### src/rtl/permute_dump_control_if.sv
// Handshake and datapath-control bundle for permute_dump_control.
// slave is the controller's view; master is the surrounding datapath/source/sink view.
interface permute_dump_control_if;
    logic start_valid;
    logic start_ready;
    logic blk_valid;
    logic blk_last;
    logic blk_ready;
    logic round_done;
    logic output_buffer_empty;
    logic last_output_block;
    logic output_size_reached;
    logic copy_control_regs_en;
    logic absorb_enable;
    logic round_en;
    logic round_count_load;
    logic state_reset;
    logic output_buffer_we;
    logic output_buffer_shift_en;
    logic output_counter_load;
    logic output_counter_rst;
    logic last_output_block_dump;
    logic out_valid;
    logic out_last;
    logic out_ready;
    logic done;
    logic err;

    modport slave (
        input  start_valid, blk_valid, blk_last, round_done, output_buffer_empty,
               last_output_block, output_size_reached, out_ready,
        output start_ready, blk_ready, copy_control_regs_en, absorb_enable, round_en,
               round_count_load, state_reset, output_buffer_we, output_buffer_shift_en,
               output_counter_load, output_counter_rst, last_output_block_dump,
               out_valid, out_last, done, err
    );

    modport master (
        output start_valid, blk_valid, blk_last, round_done, output_buffer_empty,
               last_output_block, output_size_reached, out_ready,
        input  start_ready, blk_ready, copy_control_regs_en, absorb_enable, round_en,
               round_count_load, state_reset, output_buffer_we, output_buffer_shift_en,
               output_counter_load, output_counter_rst, last_output_block_dump,
               out_valid, out_last, done, err
    );
endinterface

### src/rtl/permute_dump_control.sv
// Job sequencer for the SHAKE permute/dump datapath: absorb, 24-round permute, load, stream words.
// Define SQUEEZE_OVERLAP_EN to run the next squeeze permutation while the output buffer drains.
module permute_dump_control #(
    parameter int NUM_ROUNDS = 24
) (
    input  logic                         clk,
    input  logic                         rst,
    permute_dump_control_if.slave        bus
);

    localparam int RW = $clog2(NUM_ROUNDS);
    localparam logic [RW-1:0] LAST_ROUND = RW'(NUM_ROUNDS - 1);
    localparam logic [RW-1:0] ONE        = RW'(1);

    typedef enum logic [2:0] {
        ST_IDLE,
        ST_ABSORB,
        ST_PERMUTE,
        ST_LOAD,
        ST_DUMP,
        ST_SQUEEZE,
        ST_DONE
    } state_e;

    state_e        state_q, state_d;
    logic          last_q, last_d;
    logic          dump_last_q, dump_last_d;
    logic          err_q, err_d;
    logic [RW-1:0] shadow_q, shadow_d;
`ifdef SQUEEZE_OVERLAP_EN
    logic          busy_q, busy_d;
`endif

    always_comb begin
        // NOTE: every output and next-state value gets a default first, so no path infers a latch.
        state_d     = state_q;
        last_d      = last_q;
        dump_last_d = dump_last_q;
        err_d       = err_q;
        shadow_d    = shadow_q;
`ifdef SQUEEZE_OVERLAP_EN
        busy_d      = busy_q;
`endif
        bus.start_ready            = 1'b0;
        bus.blk_ready              = 1'b0;
        bus.copy_control_regs_en   = 1'b0;
        bus.absorb_enable          = 1'b0;
        bus.round_en               = 1'b0;
        bus.round_count_load       = 1'b0;
        bus.state_reset            = 1'b0;
        bus.output_buffer_we       = 1'b0;
        bus.output_buffer_shift_en = 1'b0;
        bus.output_counter_load    = 1'b0;
        bus.output_counter_rst     = 1'b0;
        bus.last_output_block_dump = 1'b0;
        bus.out_valid              = 1'b0;
        bus.out_last               = 1'b0;
        bus.done                   = 1'b0;
        bus.err                    = 1'b0;

        if (!rst) begin
            // Outputs are gated during reset so the datapath sees a quiet, counter-cleared interface.
            bus.output_counter_rst = 1'b1;
        end else begin
            bus.err = err_q;
            case (state_q)
                ST_IDLE: begin
                    bus.start_ready        = 1'b1;
                    bus.output_counter_rst = 1'b1;
                    if (bus.start_valid) begin
                        bus.copy_control_regs_en = 1'b1;
                        bus.state_reset          = 1'b1;
                        bus.round_count_load     = 1'b1;
                        state_d                  = ST_ABSORB;
                    end
                end

                ST_ABSORB: begin
                    bus.blk_ready = 1'b1;
                    if (bus.blk_valid) begin
                        bus.absorb_enable = 1'b1;
                        bus.round_en      = 1'b1;
                        last_d            = bus.blk_last;
                        shadow_d          = ONE;
                        state_d           = ST_PERMUTE;
                    end
                end

                ST_PERMUTE, ST_SQUEEZE: begin
                    bus.round_en = 1'b1;
                    shadow_d     = shadow_q + ONE;
                    if (bus.round_done) begin
                        if (shadow_q != LAST_ROUND) err_d = 1'b1;
`ifdef SQUEEZE_OVERLAP_EN
                        busy_d = 1'b0;
`endif
                        if (state_q == ST_PERMUTE && !last_q) begin
                            bus.round_count_load = 1'b1;
                            state_d              = ST_ABSORB;
                        end else if (bus.output_size_reached) begin
                            state_d = ST_DONE;
                        end else begin
                            state_d = ST_LOAD;
                        end
                    end
                end

                ST_LOAD: begin
                    bus.output_buffer_we       = 1'b1;
                    bus.output_counter_load    = 1'b1;
                    bus.last_output_block_dump = bus.last_output_block;
                    dump_last_d                = bus.last_output_block;
                    state_d                    = ST_DUMP;
`ifdef SQUEEZE_OVERLAP_EN
                    busy_d = !bus.last_output_block;
                    if (!bus.last_output_block) begin
                        bus.round_count_load = 1'b1;
                        shadow_d             = '0;
                    end
`endif
                end

                ST_DUMP: begin
                    bus.out_valid              = 1'b1;
                    bus.output_buffer_shift_en = bus.out_ready;
                    bus.last_output_block_dump = dump_last_q;
                    bus.out_last               = dump_last_q && bus.output_buffer_empty;
`ifdef SQUEEZE_OVERLAP_EN
                    if (busy_q) begin
                        bus.round_en = 1'b1;
                        shadow_d     = shadow_q + ONE;
                        if (bus.round_done) begin
                            if (shadow_q != LAST_ROUND) err_d = 1'b1;
                            busy_d = 1'b0;
                        end
                    end
                    if (bus.out_ready && bus.output_buffer_empty) begin
                        if (dump_last_q) begin
                            state_d = ST_DONE;
                        end else if (!busy_q || bus.round_done) begin
                            state_d = ST_LOAD;
                        end else begin
                            state_d = ST_SQUEEZE;
                        end
                    end
`else
                    if (bus.out_ready && bus.output_buffer_empty) begin
                        if (dump_last_q) begin
                            state_d = ST_DONE;
                        end else begin
                            bus.round_count_load = 1'b1;
                            shadow_d             = '0;
                            state_d              = ST_SQUEEZE;
                        end
                    end
`endif
                end

                ST_DONE: begin
                    bus.done = 1'b1;
                    state_d  = ST_IDLE;
                end

                default: state_d = ST_IDLE;
            endcase
        end
    end

    // NOTE: sequential state uses non-blocking assignments; reset is synchronous and active-low.
    always_ff @(posedge clk) begin
        if (!rst) begin
            state_q     <= ST_IDLE;
            last_q      <= 1'b0;
            dump_last_q <= 1'b0;
            err_q       <= 1'b0;
            shadow_q    <= '0;
`ifdef SQUEEZE_OVERLAP_EN
            busy_q      <= 1'b0;
`endif
        end else begin
            state_q     <= state_d;
            last_q      <= last_d;
            dump_last_q <= dump_last_d;
            err_q       <= err_d;
            shadow_q    <= shadow_d;
`ifdef SQUEEZE_OVERLAP_EN
            busy_q      <= busy_d;
`endif
        end
    end

endmodule
### src/flat_wrapper.sv
// flat-port wrapper written by rule: the top's interface ports become plain ports
module permute_dump_control_flat 
#(
    parameter int NUM_ROUNDS = 24
)
  (clk, rst, bus_start_valid, bus_blk_valid, bus_blk_last, bus_round_done, bus_output_buffer_empty, bus_last_output_block, bus_output_size_reached, bus_out_ready, bus_start_ready, bus_blk_ready, bus_copy_control_regs_en, bus_absorb_enable, bus_round_en, bus_round_count_load, bus_state_reset, bus_output_buffer_we, bus_output_buffer_shift_en, bus_output_counter_load, bus_output_counter_rst, bus_last_output_block_dump, bus_out_valid, bus_out_last, bus_done, bus_err);
  permute_dump_control_if bus_i ();
  input  logic clk;
  input  logic rst;
  input wire logic [$bits(bus_i.start_valid)-1:0] bus_start_valid;
  input wire logic [$bits(bus_i.blk_valid)-1:0] bus_blk_valid;
  input wire logic [$bits(bus_i.blk_last)-1:0] bus_blk_last;
  input wire logic [$bits(bus_i.round_done)-1:0] bus_round_done;
  input wire logic [$bits(bus_i.output_buffer_empty)-1:0] bus_output_buffer_empty;
  input wire logic [$bits(bus_i.last_output_block)-1:0] bus_last_output_block;
  input wire logic [$bits(bus_i.output_size_reached)-1:0] bus_output_size_reached;
  input wire logic [$bits(bus_i.out_ready)-1:0] bus_out_ready;
  output wire logic [$bits(bus_i.start_ready)-1:0] bus_start_ready;
  output wire logic [$bits(bus_i.blk_ready)-1:0] bus_blk_ready;
  output wire logic [$bits(bus_i.copy_control_regs_en)-1:0] bus_copy_control_regs_en;
  output wire logic [$bits(bus_i.absorb_enable)-1:0] bus_absorb_enable;
  output wire logic [$bits(bus_i.round_en)-1:0] bus_round_en;
  output wire logic [$bits(bus_i.round_count_load)-1:0] bus_round_count_load;
  output wire logic [$bits(bus_i.state_reset)-1:0] bus_state_reset;
  output wire logic [$bits(bus_i.output_buffer_we)-1:0] bus_output_buffer_we;
  output wire logic [$bits(bus_i.output_buffer_shift_en)-1:0] bus_output_buffer_shift_en;
  output wire logic [$bits(bus_i.output_counter_load)-1:0] bus_output_counter_load;
  output wire logic [$bits(bus_i.output_counter_rst)-1:0] bus_output_counter_rst;
  output wire logic [$bits(bus_i.last_output_block_dump)-1:0] bus_last_output_block_dump;
  output wire logic [$bits(bus_i.out_valid)-1:0] bus_out_valid;
  output wire logic [$bits(bus_i.out_last)-1:0] bus_out_last;
  output wire logic [$bits(bus_i.done)-1:0] bus_done;
  output wire logic [$bits(bus_i.err)-1:0] bus_err;
  assign bus_i.start_valid = bus_start_valid;
  assign bus_i.blk_valid = bus_blk_valid;
  assign bus_i.blk_last = bus_blk_last;
  assign bus_i.round_done = bus_round_done;
  assign bus_i.output_buffer_empty = bus_output_buffer_empty;
  assign bus_i.last_output_block = bus_last_output_block;
  assign bus_i.output_size_reached = bus_output_size_reached;
  assign bus_i.out_ready = bus_out_ready;
  assign bus_start_ready = bus_i.start_ready;
  assign bus_blk_ready = bus_i.blk_ready;
  assign bus_copy_control_regs_en = bus_i.copy_control_regs_en;
  assign bus_absorb_enable = bus_i.absorb_enable;
  assign bus_round_en = bus_i.round_en;
  assign bus_round_count_load = bus_i.round_count_load;
  assign bus_state_reset = bus_i.state_reset;
  assign bus_output_buffer_we = bus_i.output_buffer_we;
  assign bus_output_buffer_shift_en = bus_i.output_buffer_shift_en;
  assign bus_output_counter_load = bus_i.output_counter_load;
  assign bus_output_counter_rst = bus_i.output_counter_rst;
  assign bus_last_output_block_dump = bus_i.last_output_block_dump;
  assign bus_out_valid = bus_i.out_valid;
  assign bus_out_last = bus_i.out_last;
  assign bus_done = bus_i.done;
  assign bus_err = bus_i.err;
  permute_dump_control #(.NUM_ROUNDS(NUM_ROUNDS)) u_core (.clk(clk), .rst(rst), .bus(bus_i));
endmodule
### config.mk
export PLATFORM = sky130hd
export DESIGN_NAME = permute_dump_control_flat
export DESIGN_NICKNAME = d
export VERILOG_FILES = /design/src/rtl/permute_dump_control_if.sv /design/src/rtl/permute_dump_control.sv /design/src/flat_wrapper.sv
export SDC_FILE = /design/constraint.sdc
export NUM_CORES = 1
export LEC_CHECK = 0
export CAP_MARGIN = 15
export CELL_PAD_IN_SITES_DETAIL_PLACEMENT = 0
export CELL_PAD_IN_SITES_GLOBAL_PLACEMENT = 1
export CORE_ASPECT_RATIO = 0.9
export CORE_MARGIN = 5
export CORE_UTILIZATION = 33
export CTS_CLUSTER_DIAMETER = 100
export CTS_CLUSTER_SIZE = 28
export DETAILED_ROUTE_END_ITERATION = 10
export PLACE_DENSITY_LB_ADDON = 0.1
export SYNTH_ARGS = -nofsm -noshare
export SYNTH_HDL_FRONTEND = slang
export SYNTH_SLANG_ARGS = --single-unit
export TNS_END_PERCENT = 5
### constraint.sdc
create_clock -name clk -period 2.1 [get_ports clk]
set_input_delay 0.525 -clock clk [delete_from_list [all_inputs] [get_ports clk]]
set_output_delay 0.525 -clock clk [all_outputs]
set_load 0.03 [all_outputs]
# --- Word-level counts from Yosys, hierarchy flattened ---
# Index checks and enable logic that the tools add are counted.
op_classes:
  addsub: 1
  n_eq_ne: 12
  n_mux: 44
  reduce_logical: 11
op_table:
  columns: ["cell", "n"]
  rows:
  - ["two-way mux 1 bit", 29]
  - ["two-way mux 3 bit", 6]
  - ["two-way mux 5 bit", 3]
  - ["one-hot mux 3 bit (5 select lines)", 1]
  - ["one-hot mux 5 bit (3 select lines)", 1]
  - ["equality test 3 bit (second input constant)", 3]
  - ["inequality test 2 bit (second input constant)", 4]
  - ["AND reduction 4 bit", 2]
  - ["equality test 3 x 2 -> 1 bit (second input constant)", 2]
  - ["adder 5 x 1 -> 5 bit (second input constant)", 1]
  - ["inequality test 5 bit (second input constant)", 1]
  - ["one-hot mux 1 bit (2 select lines)", 2]
  - ["equality test 3 x 1 -> 1 bit (second input constant)", 1]
  - ["logical AND 1 bit", 3]
  - ["zero test 3 bit", 1]
  - ["one-hot mux 1 bit (3 select lines)", 1]
  - ["AND reduction 3 bit", 1]
  - ["nonzero test 3 bit", 1]
  - ["two-way mux 2 bit", 1]
  - ["inequality test 2 x 1 -> 1 bit (second input constant)", 1]
  - ["AND reduction 2 bit", 1]
  - ["OR reduction 2 bit", 1]
  - ["zero test 1 bit", 1]
word_totals:
  reg_bits: 11
  in_bits: 10
  output_inout_bits: 16

# --- Longest topological paths before layout ---
logic_depth:
  ltp_word: 6
  mapped_depth: 6
  mapped_depth_nobuf: 5

# --- Worst setup path after synthesis ---
# OpenSTA, ideal clock, no wires.
synth_timing:
  path_kind: "register to output"
  from: "register u_core.state_q[0]"
  to: "output bus_state_reset"
  t_arrival_ns: 2.048
  required_time_ns: 1.575
  slack_ns: -0.473
  path_stages_with_launch: 6
  path_cell_list: "dfxtp_1 > buf_2 > buf_1 > nor3_1 > and2_1 > buf_4"
synth_via:
  elab_chain_cells: 3
synth_lines:
  columns: ["element", "line_no", "rtl"]
  rows:
  - ["start: declaration", "permute_dump_control.sv:25", "state_e state_q, state_d;"]
  - ["start signal: assignment", "permute_dump_control.sv:181", "state_q <= state_d;"]
  - ["zero test 3 bit", null, null]
  - ["two-way mux 1 bit (2 in series)", null, null]
  - ["end: declaration", "flat_wrapper.sv:24", "output wire logic [$bits(bus_i.state_reset)-1:0] bus_state_reset;"]
# Every way passes these cells.

# --- Worst setup path after layout ---
layout_timing:
  from: "register u_core.state_q[2]"
  to: "output bus_round_en"
layout_via:
  elab_chain_cells: 4
layout_lines:
  columns: ["element", "line_no", "rtl"]
  rows:
  - ["equality test 3 bit or equality test 3 x 2 -> 1 bit (tied branches)", "permute_dump_control.sv:66", "case (state_q)"]
  - ["OR reduction 2 bit", "permute_dump_control.sv:66", null]
  - ["one-hot mux 1 bit (2 select lines) *", "permute_dump_control.sv:66", null]
  - ["two-way mux 1 bit *", "permute_dump_control.sv:61", "if (!rst) begin"]
  - ["end: declaration", "flat_wrapper.sv:22", "output wire logic [$bits(bus_i.round_en)-1:0] bus_round_en;"]
# Every way passes the cells marked *; elsewhere a longest branch is shown, timed or not.

==> impl_summary.md <==
Outcome
The flow ran to the end, and the final reports show no timing, DRC or antenna violations.

Synthesis
In the post-synthesis netlist, the cell with the most instances is sky130_fd_sc_hd__nand2_1. The number of instances in the synthesized netlist is 116. The dominant cell type by area after synthesis is sky130_fd_sc_hd__dfxtp_1. Of the total synthesized cell area, the portion taken by XOR and XNOR cells is 0.00994.

In the synthesized netlist the async set-or-reset flop fraction comes to 0. The flip-flop and latch count after synthesis is 11. In the synthesized netlist the dominant register cell turns out to be sky130_fd_sc_hd__dfxtp_1. The count of flip-flops with a built-in enable after synthesis is 0. The sequential-to-total area share from yosys stat is 0.250. By area the synthesized netlist is led by sky130_fd_sc_hd__dfxtp_1, sky130_fd_sc_hd__nand2_1, sky130_fd_sc_hd__a21oi_1. Of the total synthesized cell area, the portion taken by full adders, half adders and majority gates is 0.0142. The portion of synthesized area spent on multiplexers is 0.0114. The share of synthesized cell area in and, or, nand and nor gates is 0.385. When the netlist entered floorplanning its net count stood at 127. The mapped netlist covers 881 sq um.

Of the post-synthesis cell area, the dominant cell type holds 0.250. A synthesized cell averages 7.59 sq um. The commonest cells after synthesis are sky130_fd_sc_hd__nand2_1, sky130_fd_sc_hd__dfxtp_1, sky130_fd_sc_hd__a21oi_1. The compound-gate portion of the synthesized area is 0.266. The number of distinct library cells after synthesis is 43. The Yosys step of the flow raised 0 warnings. By area, the combinational part of the netlist is dominated by simple AND/OR/NAND/NOR gates.

Global route
The maximum number of pins on one net before global-route repair is 13. The number of antenna violations at the first check in global routing is 0. The global-route wire length before repair is 4220 um.

The number of global-route vias before repair is 939. Summed over all layers, the global routing overflow is 0. For this run, the total global-route usage over all layers was measured as 0.141.

Timing
Measured against its own limit, the worst slew margin works out to 0.773. Counting I/O delays and the setup requirement, the final critical path takes 2.02 ns. At the pin with the least slew margin, the transition time is 0.337 ns. For the final routed database, the setup TNS stands at 0 ns. The final worst setup slack is 0.0814 ns. Setup violations remaining at the end of the flow were counted as 0. The final number of max-transition violations was 0. The final number of hold-violating endpoints was 0. Dividing the final minimum period by the clock period gives 0.961. Setup repair after global routing could not meet its margin everywhere. The fmax is 495 MHz. Clock skew on the completed layout was measured at 0.00183 ns.

Setup path
Setup slack on the worst reg-to-reg path comes out at 0.18 ns. The worst setup path is of the reg -> out kind. In this run the worst path has a maximum fanout of 11. Data on the critical path is required at its endpoint by 1.57 ns. The element type at the critical path start is a flip-flop. The kind of end point of the critical path is an output pin. The worst path arrival time is 1.49 ns.

Clock tree
The post-CTS clock slew at the launch and capture registers of the worst setup and hold paths is 0.07 ns. The total clock buffers created by CTS is 3. At the later pin of the worst-skew pair, clock insertion delay measures 0.27 ns. TritonCTS built the clock tree. The number of buffers added to fix hold violations after cts is 0. The CTS sink count is 11. The clock passes through at most 2 buffers. CTS placed an instance of sky130_fd_sc_hd__clkbuf_4 at the clock tree root. In this run the number of H-tree levels came out at 1.

Routing
The mean number of vias per cell is 5.17. The overall via count from detail_route is 983. The first-pass iteration count of the detailed router is 4. For this block, the routed nets add up to 2510 um of wire. After detailed routing, the average wire length per cell comes to 13.2 um. For this run, design rule violations remaining after detail routing come to 0. The count of antenna-violating nets left after detailed routing is 0. The number of DRC markers after the initial detailed-route iteration is 35.

Cells and area
The final core utilization is 0.531. In the final layout, the share of cells above drive strength 1 is 0.389. The number of inserted diodes is 0. From synthesis to final layout, the design area changed by 51.3%. The post-layout net count is 174.

Floorplan
The floorplan step set the die height to 59.0 um. For this design the top-level I/O count stands at 26. The die covers 3800 sq um. The initial standard-cell utilization of the core is 0.351.

The die is 64.5 um wide. In this run the core area contains 17 standard-cell rows. The total core area is 2510 sq um.

Pwr
Of the total power, combinational logic draws 0.645. Dividing total power by cell area gives a power density of 1070 nW/um^2. The power spent charging and discharging nets is 645 uW.

The internal portion of the total power is 787 uW. Of the total power, registers draw 0.253. The fraction of power spent switching nets is 0.450. The share of total power dissipated in the clock network is 0.102.

The design draws 1430 uW. For this design the static power due to leakage is 0.000596 uW. IR analysis of the VDD net gives a maximum drop of 0.489 mV.

Hold path
The min-delay analysis places its worst path in the category reg -> reg.

Place
The detailed placement HPWL is 1970 um. At the end of routability-driven placement, the weighted congestion stood at 0.776. The count of port buffers added during placement is 25. The worst slack at placement is -0.184 ns.

Flow run
The tool flagged a number of max-cap violations equal to 0.
-- layer usage --
metal / global-route usage / up-vias / routed length [um]
met5: 0 / - / 0
met4: 0.0120 / 0 / 18
met3: 0.0550 / 4 / 130
met2: 0.232 / 21 / 1170
met1: 0.182 / 449 / 1190
li1: - / 509 / -
-- critical path, cell delays in order (launching register included) --
cell                      delay (ns)
sky130_fd_sc_hd__dfxtp_2        0.38
sky130_fd_sc_hd__buf_4          0.17
sky130_fd_sc_hd__or2_2          0.31
sky130_fd_sc_hd__a21oi_1        0.14
sky130_fd_sc_hd__nor2b_1        0.07
sky130_fd_sc_hd__buf_4          0.16
-- cell type report --
| class | count | area [sq um] |
|---|---|---|
| inverter | 2 | 7.51 |
| clock buffer | 4 | 26.3 |
| tap | 28 | 35.0 |
| multi-input combinational | 94 | 646 |
| fill | 250 | 1180 |
| sequential | 11 | 224 |
| timing repair buffer | 51 | 394 |
-- what timing repair did --
action | CTS | global route
endpoints found under the setup margin | 10 | 3
pin swaps | 3 | 2
buffers inserted | 7 | 0
resized for setup | 13 | 3
-- worst paths after layout --
| kind | start | endpoint | depth (start not counted) |
|---|---|---|---|
| max | u_core.state_q[2] | bus_round_en | 5 |
| max reg2reg | u_core.state_q[2] | u_core.shadow_q[0] | 12 |
| min reg2reg | u_core.shadow_q[4] | u_core.shadow_q[4] | 2 |
| min | u_core.shadow_q[4] | u_core.shadow_q[4] | 2 |
-- sequential cells by signal, summed over array words and instances (netlist names) --
name	flops
u_core.shadow_q	5
u_core.dump_last_q	1
u_core.err_q	1
u_core.last_q	1
u_core.state_q	3
-- layout by cell type (no fill, tap or decap), types with 5 or more instances in the layout --
master,n
sky130_fd_sc_hd__dfxtp_1,8
sky130_fd_sc_hd__o21ai_1,5
sky130_fd_sc_hd__nor2b_1,5
sky130_fd_sc_hd__a21oi_1,9
sky130_fd_sc_hd__nor2_1,6
sky130_fd_sc_hd__dlygate4sd2_1,5
sky130_fd_sc_hd__nand2_1,14
sky130_fd_sc_hd__nand3_1,5
sky130_fd_sc_hd__nand2b_1,5
sky130_fd_sc_hd__buf_4,42
-- through the flow --
step,cells,area [sq um],hold WS [ns]
after floorplan,116,902,0.456
after global placement,179,1240,0.476
after detailed placement,179,1240,0.491
after CTS,190,1340,0.503
after global routing,190,1330,0.545
final,190,1330,0.498
-- power by group through the flow --
stage	registers, uW	clock network [uW]	logic, uW
after floorplan	302	0	629
after global placement	358	0	887
after detailed placement	355	0	887
after CTS	360	153	925
after global routing	374	161	1010
final	363	146	924
-- kinds of logic (layout without fill, tap and decap cells) --
logic type,Yosys count,in the layout
AOI/OAI and AO/OA,31,31
xor gates and xnor gates,1,1
adders and majority gates,1,1
buffers and inverters,11,57
DFF,11,11
muxes,1,1
and+or+nand+nor,60,60
No activity file was read; power rests on OpenSTA's default activity.
